**src/rtl/lm70_spi_responder.sv**
```systemverilog
// LM70 temperature-sensor emulator: answers a SPI read master with 16-bit frames
// {temp[10:0], 5'b11111}, temperature from a host-loaded register or a per-frame ramp.
module lm70_spi_responder #(
    parameter int unsigned       SYNC_STAGES = 2,
    parameter logic signed [10:0] RESET_TEMP = 11'sd100,
    parameter logic signed [10:0] RAMP_MIN   = 11'sd0,
    parameter logic signed [10:0] RAMP_MAX   = 11'sd400,
    parameter logic signed [10:0] RAMP_STEP  = 11'sd4
) (
    input  logic        clk,
    input  logic        rst,
    input  logic        cs_n,
    input  logic        sck,
    output logic        sio_out,
    output logic        sio_oe,
    input  logic [10:0] temp_in,
    input  logic        temp_load,
    input  logic        mode_ramp,
    output logic        busy,
    output logic        frame_done,
    output logic        frame_abort,
    output logic [7:0]  frame_cnt
);

    typedef enum logic [1:0] {IDLE, SHIFT, DONE} state_t;

    state_t state, state_nxt;

    logic [SYNC_STAGES-1:0] cs_sync, sck_sync;
    logic        cs_d, sck_d;
    logic        cs_s, sck_s;
    logic        cs_fall, cs_rise, sck_rise, sck_fall;

    logic [15:0] shreg, shreg_nxt;
    logic [4:0]  bit_cnt, bit_cnt_nxt;
    logic        oe_nxt, done_nxt, abort_nxt;
    logic [7:0]  cnt_nxt;
    logic [10:0] temp_reg, temp_nxt;
    logic        ramp_fire;

    logic signed [11:0] ramp_sum, ramp_max_x;
    logic [10:0]        ramp_next;

    always_ff @(posedge clk or posedge rst) begin
        if (rst) begin
            cs_sync  <= '1;
            sck_sync <= '0;
            cs_d     <= 1'b1;
            sck_d    <= 1'b0;
        end else begin
            cs_sync  <= {cs_sync[SYNC_STAGES-2:0], cs_n};
            sck_sync <= {sck_sync[SYNC_STAGES-2:0], sck};
            cs_d     <= cs_s;
            sck_d    <= sck_s;
        end
    end

    assign cs_s     = cs_sync[SYNC_STAGES-1];
    assign sck_s    = sck_sync[SYNC_STAGES-1];
    assign cs_fall  = cs_d & ~cs_s;
    assign cs_rise  = ~cs_d & cs_s;
    assign sck_rise = ~sck_d & sck_s;
    assign sck_fall = sck_d & ~sck_s;

    // Ramp step is done in 12 bits so the upper-bound test cannot overflow.
    assign ramp_sum   = $signed({temp_reg[10], temp_reg}) + $signed({RAMP_STEP[10], RAMP_STEP});
    assign ramp_max_x = $signed({RAMP_MAX[10], RAMP_MAX});
    assign ramp_next  = (ramp_sum > ramp_max_x) ? RAMP_MIN : ramp_sum[10:0];

    always_comb begin
        state_nxt   = state;
        shreg_nxt   = shreg;
        bit_cnt_nxt = bit_cnt;
        oe_nxt      = sio_oe;
        done_nxt    = 1'b0;
        abort_nxt   = 1'b0;
        cnt_nxt     = frame_cnt;
        temp_nxt    = temp_reg;
        ramp_fire   = 1'b0;

        if (cs_rise) begin
            state_nxt   = IDLE;
            oe_nxt      = 1'b0;
            bit_cnt_nxt = '0;
            if (state == DONE) begin
                done_nxt  = 1'b1;
                cnt_nxt   = frame_cnt + 8'd1;
                ramp_fire = mode_ramp;
            end else if (state == SHIFT) begin
                abort_nxt = 1'b1;
            end
        end else begin
            unique case (state)
                IDLE: begin
                    if (cs_fall) begin
                        shreg_nxt   = {temp_reg, 5'b11111};
                        bit_cnt_nxt = '0;
                        oe_nxt      = 1'b1;
                        state_nxt   = SHIFT;
                    end
                end
                SHIFT: begin
                    if (!cs_s) begin
                        if (sck_rise) begin
                            bit_cnt_nxt = bit_cnt + 5'd1;
                            if (bit_cnt == 5'd15) begin
                                state_nxt = DONE;
                            end
                        end else if (sck_fall && bit_cnt != 5'd0 && bit_cnt < 5'd16) begin
                            shreg_nxt = {shreg[14:0], 1'b0};
                        end
                    end
                end
                DONE: begin
                end
                default: state_nxt = IDLE;
            endcase
        end

        if (temp_load) begin
            temp_nxt = temp_in;
        end else if (ramp_fire) begin
            temp_nxt = ramp_next;
        end
    end

    always_ff @(posedge clk or posedge rst) begin
        if (rst) begin
            state       <= IDLE;
            shreg       <= '0;
            bit_cnt     <= '0;
            sio_oe      <= 1'b0;
            frame_done  <= 1'b0;
            frame_abort <= 1'b0;
            frame_cnt   <= '0;
            temp_reg    <= RESET_TEMP;
        end else begin
            state       <= state_nxt;
            shreg       <= shreg_nxt;
            bit_cnt     <= bit_cnt_nxt;
            sio_oe      <= oe_nxt;
            frame_done  <= done_nxt;
            frame_abort <= abort_nxt;
            frame_cnt   <= cnt_nxt;
            temp_reg    <= temp_nxt;
        end
    end

    assign sio_out = (state == SHIFT) & shreg[15];
    assign busy    = (state != IDLE);

endmodule

```
**config.mk**
```make
export PLATFORM = sky130hd
export DESIGN_NAME = lm70_spi_responder
export DESIGN_NICKNAME = d
export VERILOG_FILES = /design/src/rtl/lm70_spi_responder.sv
export SDC_FILE = /design/constraint.sdc
export NUM_CORES = 1
export LEC_CHECK = 0
export ABC_AREA = 1
export BUFFER_PORTS_ARGS = -buffer_cell sky130_fd_sc_hd__buf_2
export CAP_MARGIN = 20
export CORE_MARGIN = 10
export CORE_UTILIZATION = 45
export CTS_BUF_LIST = sky130_fd_sc_hd__clkbuf_16
export DETAILED_ROUTE_END_ITERATION = 12
export PLACE_DENSITY = 0.67
export SLEW_MARGIN = 20
export SYNTH_ARGS = -nofsm -noshare
export SYNTH_HDL_FRONTEND = slang
export SYNTH_SLANG_ARGS = --single-unit
```
**constraint.sdc**
```tcl
create_clock -name clk -period 2 [get_ports clk]
set_input_delay 0.3 -clock clk [delete_from_list [all_inputs] [get_ports clk]]
set_output_delay 0.3 -clock clk [all_outputs]
set_load 0.05 [all_outputs]
```
# Word level (Yosys, flattened, before mapping)
# Cells that the tools add are included.
[totals]
ff_bits = 51
input_bits = 17
out_inout_bits = 13
wordCells = 83
[op_classes]
n_bitwise = 10
n_eq_ne = 12
magnitude_cmp = 2
reduce_logical = 15
mux = 29
addsub = 3
[op_table]
columns = ["cell", "n"]
rows = [
  ["$mux W16", 4],
  ["$mux W11", 3],
  ["$pmux W16 S2", 1],
  ["$mux W5", 4],
  ["$add A11 B4 Y12 const B", 1],
  ["$gt A12 B10 Y1 const B", 1],
  ["$mux W1", 10],
  ["$mux W2", 5],
  ["$pmux W5 S2", 1],
  ["$reduce_bool A2 Y1", 5],
  ["$ne A3 B3 Y1 const B", 3],
  ["$add A8 B1 Y8 const B", 1],
  ["$ne A2 B2 Y1 const B", 4],
  ["$pmux W2 S3", 1],
  ["$reduce_and A6 Y1", 1],
  ["$add A5 B1 Y5 const B", 1],
  ["$and A1 B1 Y1", 5],
  ["$eq A5 B4 Y1 const B", 1],
  ["$lt A5 B5 Y1 const B", 1],
  ["$not A1 Y1", 5],
  ["$reduce_and A5 Y1", 1],
  ["$reduce_bool A5 Y1", 1],
  ["$reduce_and A2 Y1", 2],
  ["$reduce_and A4 Y1", 1],
  ["other kinds (7)", 8],
]

# Depth between registers and ports, before layout
[logic_depth]
word_depth = 8
mapped_depth = 13

# Least setup slack after synthesis
# Ideal clock, no wire load.
[synth_timing]
path_kind = "register to register"
from = "register cs_sync[1]"
to = "register bit_cnt[3]"
stages_incl_launch_ff = 11
setup_time_ns = 0.123
t_arrival_ns = 1.584
setup_slack_ns = 0.293
path_cell_list = "dfstp_2 -> ha_1 -> inv_1 -> nand2_2 -> nor2_1 -> nor2_1 -> o21ai_2 -> inv_2 -> nand2_1 -> o22ai_1 -> a21oi_1"
[synth_between]
elab_chain_len = 4
word_cells_on_any_way = 9
cone_classes = "3 x eq/ne; 1 x mux; 3 x bitwise; 2 x reduce/logical"
[synth_lines]
columns = ["element", "line_no", "rtl"]
rows = [
  ["start: declaration", "29", "logic [SYNC_STAGES-1:0] cs_sync, sck_sync;"],
  ["start signal: assignment", "51", "cs_sync <= {cs_sync[SYNC_STAGES-2:0], cs_n};"],
  ["$not A1 Y1", "60", "assign cs_fall = cs_d & ~cs_s;"],
  ["$and A1 B1 Y1", "60", ""],
  ["$ne A3 B3 Y1 (no source line)", "n/a", ""],
  ["$reduce_and A4 Y1 (no source line)", "n/a", ""],
  ["end signal: assignment", "140", "bit_cnt <= bit_cnt_nxt;"],
  ["end: declaration", "35", "logic [4:0] bit_cnt, bit_cnt_nxt;"],
]
# Parallel ways exist; a longest one is shown, timed or not.
# A chain may end at the register's enable or synchronous reset.

# Final worst setup path
# Same ends and word-level chain as after synthesis.

==> impl_metrics.toml <==
[critical_path]
critPathCapture = "bit_cnt[3]"
cp.required_ns = 2.17
r2r_cells = 10
critPathCaptureType = "flip-flop"
worstReg2RegEnd = "bit_cnt[3]"
crit_type = "reg -> reg"
worstSetupStartpointType = "flip-flop"
cp-startpoint = "cs_sync[1]"
regToRegSetupSlack_ns = 0.17
crit_fanout = 5
r2r_start = "cs_sync[1]"
critPathArrivalTime_ns = 2.00

[sta]
fin_crit_sh = 0.916
clock_skew_ns = 0.00595
setup_viol = 0
fmax_mhz = 546
hold_viol_final = 0
period_minus_slack_ns = 1.83
worst_pin_slew_ns = 0.570
slew_headroom = 0.619
final.setup.tns_ns = 0
drv_slew = 0
rsz0062_at_grt = "no"

[grt]
grt_use_total = 0.110
overflow = 0
grt_max_degree = 27
antenna_found_initial = 0
grt_pass1_wl_um = 9030
grt_pass1_vias = 2096

[routing]
routedWlPerCell_um = 12.1
vias = 2083
vias_per_cell = 4.94
post-route-drc-count = 0
finalWirelength_um = 5100
ant_nets = 0
dr.pass1.iters = 4
drt_iter0_markers = 52

[finish]
largest_reg_flops = 16
instances_no_fill = 422
drive_above_1_share = 0.203
nets = 375
area_delta_synth_final_pct = 15.9
n_antenna_cell = 0

[logic_synthesis]
synth_cell_type_count = 32
ys_top_cells_by_area = "dfrtp_1, nand2_1, inv_1"
synthMuxAreaShare = 0
synth-simple-area-share = 0.232
synth_xor_area_frac = 0.0232
synth_compound_area_frac = 0.123
yosys.area.top_type = "dfrtp_1"
postSynthRegisterBits = 51
avgSynthCellArea_um2 = 8.42
syn_inst = 314
syn-num-nets = 340
synthAdderAreaFrac = 0.0426
ys_warn_count = 0
synth_top_family_by_area = "simple AND/OR/NAND/NOR gates"
async_flop_share = 1.00
synth_area_um2 = 2640
synthDominantCellAreaShare = 0.426
synth_edf_count = 0
seq_area_frac_synth = 0.486
ys.flop_type = "dfrtp_1"

[floorplan]
core-area_um2 = 5610
num_rows = 27
initial_core_util = 0.471
dieHeight_um = 96.7
die_area_um2 = 9340
die_w_um = 96.7
pin_count = 30

[power_and_ir_drop]
peakVddDrop_mv = 0.499
power.density_nw_per_um2 = 1180
leakage_nw = 1.59

[clock_tree]
insertion_delay_ns = 0.28
htreeDepth = 2
cts_tree = "built"
cts_root_buf = "clkbuf_16"
cts.sinks = 51
cts_buffer_depth = 2
holdBufCountCts = 0
post_cts_buffers = 0
cts_buffers = 5
clk_pin_slew_worst_paths_ns = 0.07

[placement]
numPortBuffers = 29
hpwl_um = 3840
dp_cells = 414
gp_congestion = 0.826

[run]
cap_violations = 0

[status]
status = "complete, no violations"

[hold_path]
hp-class = "in -> async"
## metal layers
| metal | GRT usage | share of wire | wire length, um | vias up |
|---|---|---|---|---|
| li1 | - | - | - | 1077 |
| met1 | 0.140 | 0.49 | 2470 | 956 |
| met2 | 0.177 | 0.47 | 2370 | 43 |
| met3 | 0.0298 | 0.036 | 184 | 7 |
| met4 | 0.0338 | 0.013 | 65 | 0 |
| met5 | 0 | 0 | 0 | - |
## what timing repair did
action,4_1_cts,5_1_grt
endpoints found under the hold margin,0,0
gates resized for setup,0,2
setup endpoints to repair,0,6
## how the worst min path moves through the flow
stage          depth (start not counted)     endpoint  slack (ns)        start
3_5_place_dp                           0  sck_sync[1]        0.33  sck_sync[0]
4_1_cts                                2       sio_oe        0.09          rst
6_report                               2   bit_cnt[3]        0.07          rst
5_1_grt                                1   cs_sync[0]        0.10         cs_n
3_3_place_gp                           0  sck_sync[1]        0.34  sck_sync[0]
2_1_floorplan                          0   cs_sync[0]        0.30         cs_n
## stage by stage
step                area (um^2)  utilization  setup slack (ns)  total power [mW]  hold WS, ns
global route               3060        0.546            0.0319              3.92        0.104
detailed placement         2920        0.520            0.0903              2.82        0.335
finish                     3060        0.546             0.168              3.63       0.0675
floorplan                  2640            -             0.293              2.49        0.304
CTS                        3060        0.546            0.0744              3.66       0.0909
global placement           2920        0.520             0.158              2.80        0.335
## where the power goes
part | internal [mW] | switching (mW)
clock | 0.457 | 0.364
sequential | 1.30 | 0.150
combinational | 0.437 | 0.921
## critical path, cell delays in order, from the launching register on
cell	delay (ns)
dfstp_2	0.56
inv_1	0.07
ha_1	0.31
nand2_1	0.07
nand2_1	0.06
nor2_2	0.16
o21ai_2	0.11
inv_2	0.10
nand2_1	0.08
o22ai_1	0.14
a21oi_1	0.06
## cell families (layout without fill, tap and decap cells)
group           after synthesis  count (layout)
fa+ha+maj                     9               9
compound gates               53              53
flops                        51              51
buf+inv                      64             100
xor+xnor                      7               7
simple gates                130             130
## layout make-up
class                   count  area [um^2]
clock buffers               5          125
multi-input cells         199         1120
fillers                   552         2540
inverters                  56          210
repair buffers             36          223
flip-flops and latches     51         1280
clock inverters             3         16.3
well taps                  72         90.1
## cell usage in the layout (no fill, tap or decap), types with 6 or more instances in the layout
| master | n |
|---|---|
| ha_1 | 8 |
| dfstp_2 | 6 |
| a21oi_1 | 8 |
| nand4_1 | 11 |
| buf_2 | 29 |
| nand3_1 | 14 |
| o21ai_0 | 20 |
| inv_1 | 53 |
| o211ai_1 | 12 |
| dfrtp_1 | 45 |
| nor2_1 | 17 |
| nand2_1 | 69 |
## cells in the mapped netlist, types with 2 or more instances
cell type / instances
buf_4: 2
nor2_4: 3
nand3_1: 14
inv_2: 3
nand4_1: 11
o21ai_1: 3
nand2_2: 5
o21bai_1: 2
nand2_1: 69
xor2_1: 3
nand2_4: 3
clkbuf_1: 4
dfrtp_1: 45
dfstp_2: 6
inv_1: 53
o211ai_1: 12
a21oi_1: 8
nor2_1: 18
xnor2_1: 4
nor3_1: 3
a22oi_1: 4
ha_1: 9
o21ai_0: 20
nand3_2: 2
Power figures use the tool's default switching activity.
